[src/rtl/hilo_unit_if.sv]
// HI/LO unit bus: mul/div handshake, direct writes, read stall and result outputs.
// master: the surrounding pipeline; slave: hilo_unit.
interface hilo_unit_if #(
  parameter int unsigned WIDTH = 32
);
  logic                 start;
  logic [1:0]           op;
  logic                 abort;
  logic                 res_valid;
  logic [2*WIDTH-1:0]   res;
  logic                 mthi;
  logic                 mtlo;
  logic [WIDTH-1:0]     wdata;
  logic                 rd_req;
  logic [WIDTH-1:0]     hi_out;
  logic [WIDTH-1:0]     lo_out;
  logic                 busy;
  logic                 stall;
  logic                 err;

  modport master (
    output start, op, abort, res_valid, res, mthi, mtlo, wdata, rd_req,
    input  hi_out, lo_out, busy, stall, err
  );

  modport slave (
    input  start, op, abort, res_valid, res, mthi, mtlo, wdata, rd_req,
    output hi_out, lo_out, busy, stall, err
  );
endinterface

[src/rtl/hilo_unit.sv]
// HI/LO result register pair with a pending-operation scoreboard.
// Optional multiply-add/subtract accumulation is enabled by defining HILO_MADD_EN.
module hilo_unit #(
  parameter int unsigned WIDTH = 32
) (
  input logic        clk,
  input logic        rst,
  hilo_unit_if.slave bus
);

`ifdef HILO_MADD_EN
  typedef enum logic [1:0] {StIdle, StWait, StAcc} state_e;
`else
  typedef enum logic [1:0] {StIdle, StWait} state_e;
`endif

  state_e             state_q;
  logic [WIDTH-1:0]   hi_q;
  logic [WIDTH-1:0]   lo_q;
  logic               busy_q;
  logic               err_q;
  logic               idle;
  logic               op_ok;
  logic               wr_any;
  logic               proto_err;

`ifdef HILO_MADD_EN
  logic [1:0]         op_q;
  logic [2*WIDTH-1:0] prod_q;
  logic [2*WIDTH-1:0] acc_sum;
`endif

  assign idle   = (state_q == StIdle);
  assign wr_any = bus.mthi | bus.mtlo;

  // Decode which op codes this build accepts.
  always_comb begin
    op_ok = (bus.op == 2'b00);
`ifdef HILO_MADD_EN
    if (bus.op == 2'b01 || bus.op == 2'b10) op_ok = 1'b1;
`endif
  end

  // Any input that the current state cannot honour raises the sticky error.
  always_comb begin
    proto_err = 1'b0;
    if (idle && bus.start && (!op_ok || wr_any)) proto_err = 1'b1;
    if (!idle && (wr_any || bus.start))          proto_err = 1'b1;
    if (bus.res_valid && state_q != StWait)      proto_err = 1'b1;
  end

`ifdef HILO_MADD_EN
  // op 01 adds, op 10 subtracts; wraps modulo 2^(2*WIDTH).
  assign acc_sum = op_q[1] ? ({hi_q, lo_q} - prod_q) : ({hi_q, lo_q} + prod_q);
`endif

  // FSM with registered HI/LO, busy and err.
  always_ff @(posedge clk) begin
    if (rst) begin
      state_q <= StIdle;
      hi_q    <= '0;
      lo_q    <= '0;
      busy_q  <= 1'b0;
      err_q   <= 1'b0;
`ifdef HILO_MADD_EN
      op_q    <= 2'b00;
      prod_q  <= '0;
`endif
    end else begin
      if (proto_err) err_q <= 1'b1;
      unique case (state_q)
        StIdle: begin
          if (bus.start) begin
            if (op_ok) begin
              state_q <= StWait;
              busy_q  <= 1'b1;
`ifdef HILO_MADD_EN
              op_q    <= bus.op;
`endif
            end
          end else begin
            if (bus.mthi) hi_q <= bus.wdata;
            if (bus.mtlo) lo_q <= bus.wdata;
          end
        end
        StWait: begin
          // abort beats a same-cycle result
          if (bus.abort) begin
            state_q <= StIdle;
            busy_q  <= 1'b0;
          end else if (bus.res_valid) begin
`ifdef HILO_MADD_EN
            if (op_q == 2'b00) begin
              {hi_q, lo_q} <= bus.res;
              state_q      <= StIdle;
              busy_q       <= 1'b0;
            end else begin
              prod_q  <= bus.res;
              state_q <= StAcc;
            end
`else
            {hi_q, lo_q} <= bus.res;
            state_q      <= StIdle;
            busy_q       <= 1'b0;
`endif
          end
        end
`ifdef HILO_MADD_EN
        StAcc: begin
          if (!bus.abort) {hi_q, lo_q} <= acc_sum;
          state_q <= StIdle;
          busy_q  <= 1'b0;
        end
`endif
        default: begin
          state_q <= StIdle;
          busy_q  <= 1'b0;
        end
      endcase
    end
  end

  assign bus.hi_out = hi_q;
  assign bus.lo_out = lo_q;
  assign bus.busy   = busy_q;
  assign bus.err    = err_q;
  assign bus.stall  = bus.rd_req & busy_q;

endmodule

[src/flat_wrapper.sv]
// flat-port wrapper written by rule: the top's interface ports become plain ports
module hilo_unit_flat 
#(
  parameter int unsigned WIDTH = 32
)
  (clk, rst, bus_start, bus_op, bus_abort, bus_res_valid, bus_res, bus_mthi, bus_mtlo, bus_wdata, bus_rd_req, bus_hi_out, bus_lo_out, bus_busy, bus_stall, bus_err);
  hilo_unit_if #(.WIDTH(WIDTH)) bus_i ();
  input logic clk;
  input logic rst;
  input wire logic [$bits(bus_i.start)-1:0] bus_start;
  input wire logic [$bits(bus_i.op)-1:0] bus_op;
  input wire logic [$bits(bus_i.abort)-1:0] bus_abort;
  input wire logic [$bits(bus_i.res_valid)-1:0] bus_res_valid;
  input wire logic [$bits(bus_i.res)-1:0] bus_res;
  input wire logic [$bits(bus_i.mthi)-1:0] bus_mthi;
  input wire logic [$bits(bus_i.mtlo)-1:0] bus_mtlo;
  input wire logic [$bits(bus_i.wdata)-1:0] bus_wdata;
  input wire logic [$bits(bus_i.rd_req)-1:0] bus_rd_req;
  output wire logic [$bits(bus_i.hi_out)-1:0] bus_hi_out;
  output wire logic [$bits(bus_i.lo_out)-1:0] bus_lo_out;
  output wire logic [$bits(bus_i.busy)-1:0] bus_busy;
  output wire logic [$bits(bus_i.stall)-1:0] bus_stall;
  output wire logic [$bits(bus_i.err)-1:0] bus_err;
  assign bus_i.start = bus_start;
  assign bus_i.op = bus_op;
  assign bus_i.abort = bus_abort;
  assign bus_i.res_valid = bus_res_valid;
  assign bus_i.res = bus_res;
  assign bus_i.mthi = bus_mthi;
  assign bus_i.mtlo = bus_mtlo;
  assign bus_i.wdata = bus_wdata;
  assign bus_i.rd_req = bus_rd_req;
  assign bus_hi_out = bus_i.hi_out;
  assign bus_lo_out = bus_i.lo_out;
  assign bus_busy = bus_i.busy;
  assign bus_stall = bus_i.stall;
  assign bus_err = bus_i.err;
  hilo_unit #(.WIDTH(WIDTH)) u_core (.clk(clk), .rst(rst), .bus(bus_i));
endmodule
[config.mk]
export PLATFORM = sky130hd
export DESIGN_NAME = hilo_unit_flat
export DESIGN_NICKNAME = d
export VERILOG_FILES = /design/src/rtl/hilo_unit_if.sv /design/src/rtl/hilo_unit.sv /design/src/flat_wrapper.sv
export SDC_FILE = /design/constraint.sdc
export NUM_CORES = 1
export LEC_CHECK = 0
export CAP_MARGIN = 20
export CORE_MARGIN = 2
export CORE_UTILIZATION = 45
export CTS_BUF_LIST = sky130_fd_sc_hd__clkbuf_8
export DETAILED_ROUTE_END_ITERATION = 16
export PLACE_DENSITY = 0.89
export SKIP_CTS_REPAIR_TIMING = 1
export SLEW_MARGIN = 10
export SYNTH_ARGS = -nofsm -noshare
export SYNTH_HDL_FRONTEND = slang
export SYNTH_SLANG_ARGS = --single-unit
[constraint.sdc]
create_clock -name clk -period 2.7 [get_ports clk]
set_input_delay 0.54 -clock clk [delete_from_list [all_inputs] [get_ports clk]]
set_output_delay 0.54 -clock clk [all_outputs]
set_load 0.03 [all_outputs]
==> results.md <==
- Place WS: 0.253 ns
- Clock slew at the register clock pins of the worst setup and hold paths: 0.06 ns
- Sequential cell area: 0.00133 mm2
- Post-synth top area cell: dfxtp_1
- Vias in the first global route: 3070
- Highest net fanout along the worst path: 1
- Hold_ws: 0.529 ns
- RSZ-0062 raised after global routing: no
- RePlAce Congestion: 0.762
- Setup Viol. Count Final: 0
- WP data arrival: between 1.5 and 2 ns
- Worst-Margin Slew: approximately 0.99 ns
- Final Hold Viols: 0
- Maximum vdd ir drop: 0.000302 V
- Clock Sinks: 66
- Slowest stage delay, CP: 0.66 ns
- Clock Path Buffers: 2
- First-pass GRT wire length: ~16000 um
- Cell area after synthesis: 0.00342 mm2
- Worst path buffer plus inverter count: 2
- # IOs: 173
- Static Leak: 0.00174 uW
- Ranking of synthesized cells by area: dfxtp_1, a211oi_2, mux2i_1, nor3_1, buf_6
- Die Width: 91.1 um
- Post-synth top area share: between 30% and 40%
- Netlist cell types: 22
- Critical Path Slowest Stage Cell: clkdlybuf4s50_1
- Global Route Usage Sum: 23.7%
- Drt first-iter violations: 84
- Power Dens Cells: 500 mW/mm2
- # H-tree levels: 3
- Antenna violations before repair: 0
- Footprint of the multi-input gates: 0.00186 mm2
- Clk root buf: clkbuf_8
- Startpoint types: input pin
- Wire per inst: 17.3 um
- Largest delay share family, worst path: buffers and inverters
- YS warnings: 0
- Worst-Skew Late Latency: roughly 0.34 ns
- Max-slew headroom: 33.9%
- Slew Viols, Final: 0
- CP required: 2.16 ns
- Clk_skew: 0.00545 ns
- Std cell rows: 31
- Final worst path period share: 85.3%
- Area delta synth->final: 55.0%
- Initial core utilization: 46.8%
- Commonest non-fill, non-tap cell in the layout: clkdlybuf4s50_1
- Setup tns final: 0 ns
- Endpoint class of the critical path: output port
- I/O Buffers: 172
- Most used cell, CP: clkdlybuf4s50_1
- Via/cell ratio: 5.43
- Worst Setup Path Type: input pin to output port
- Post-synthesis sequential area ratio: 38.7%
- Nets: 573
- Core area: 0.00729 mm2
- Syn Area/Cell: approximately 11 um2
- DR vias: approximately 3.1k
- Drt pass-1 iters: 4
- Pin count of the biggest net entering global routing: 44
- MaxCap Viol Count: 0
- Syn Inst Count: between 300 and 400
- Fill count: between 500 and 600
- HPWL Detailed: 7130 um
- Register bit total from synthesis: 66
- Final worst slack: 0.396 ns
- Antenna Cells: 0
- Full die area: 0.00830 mm2
- CTS tree: built
- Max frequency: 434 MHz
- Routed WL: 9890 um
- Mapped Nets: between 400 and 500
- Remaining DRCs: 0
- GRT overflow: 0
- Cts bufs inserted: 9
- Most frequent cells in the layout: clkdlybuf4s50_1, dfxtp_1, mux2i_1, nor3_1, a211oi_2
- Tmin final: ~2.3 ns
- Die height: 91.1 um
- Antenna-violating nets left: 0
- Status: finished clean
- Worst min-delay path category: flop to flop
- Layout cell share with drive strength beyond 1: 19.1%
- Worst-path cell chain: clkdlybuf4s50_1 -> and2_1 -> clkdlybuf4s50_1
[report_power, final]
part | switching [uW] | total (uW) | internal (uW)
Sequential | 41.0 | 1090 | 1050
Clock | 352 | 788 | 437
Combinational | 394 | 772 | 379
Total | 786 | 2650 | 1860
[through the flow]
step / power [uW] / cell area [um2] / utilization, % / std cells
6_report: 2650 / 5300 / 72.6 / 570
4_1_cts: 2670 / 5300 / 72.6 / 570
3_3_place_gp: 1860 / 5110 / 70.1 / 555
3_5_place_dp: 1880 / 5110 / 70.1 / 555
5_1_grt: 2760 / 5300 / 72.6 / 570
2_1_floorplan: 1530 / 3420 / - / 310
[cell type report]
| class | instances | area share, % |
|---|---|---|
| multi-input combinational | 207 | 35.2 |
| timing repair buffer | 182 | 33.9 |
| sequential | 66 | 25.0 |
| clock buffer | 10 | 2.60 |
| tap | 99 | 2.34 |
| clock inverter | 5 | 0.898 |
| inverter | 1 | 0.0709 |
[synthesized netlist by cell type]
| cell | count |
|---|---|
| nor3_1 | 64 |
| a21oi_1 | 2 |
| mux2i_1 | 64 |
| buf_2 | 12 |
| a211oi_2 | 60 |
| a31oi_1 | 1 |
| a211oi_1 | 4 |
| nor3b_4 | 2 |
| clkbuf_1 | 12 |
| or4b_1 | 1 |
| o21ai_0 | 1 |
| buf_4 | 1 |
| buf_6 | 10 |
| or2_1 | 2 |
| inv_1 | 1 |
| buf_1 | 1 |
| and3b_1 | 1 |
| nor2_1 | 2 |
| and2_1 | 1 |
| nor4b_1 | 1 |
| or4_1 | 1 |
| dfxtp_1 | 66 |
[state kept, by name, indices dropped and copies added (netlist names)]
name / flops
u_core.bus.err: 1
u_core.bus.hi_out: 32
u_core.bus.lo_out: 32
u_core.state_q: 1
[per-layer routing]
metal,share of wire (%),GRT usage (%)
met2,49,39.9
met4,1.8,9.85
met5,0,0
met3,6.5,6.14
met1,43,28.8
[cell families after synthesis]
group / share of synthesized area (%)
DFF: 38.7
AOI/OAI and AO/OA: 23.5
and+or+nand+nor: 12.3
muxes: 18.8
buffers and inverters: 6.81
[path summary, 6_finish.rpt]
path / startpoint / endpoint / slack, ns / depth (start not counted)
max reg2reg: u_core.state_q[0] / u_core.bus.hi_out[16] / 0.86 / 3
min: u_core.bus.err / u_core.bus.err / 0.53 / 2
min reg2reg: u_core.bus.err / u_core.bus.err / 0.53 / 2
max: bus_rd_req / bus_stall / 0.40 / 3
[tightest hold or removal path: stages (launching register included)]
cell and delay, ns:
dfxtp_1 0.33, a31oi_1 0.04, a21oi_1 0.12
Note: power is estimated with default switching activity, not from simulation.
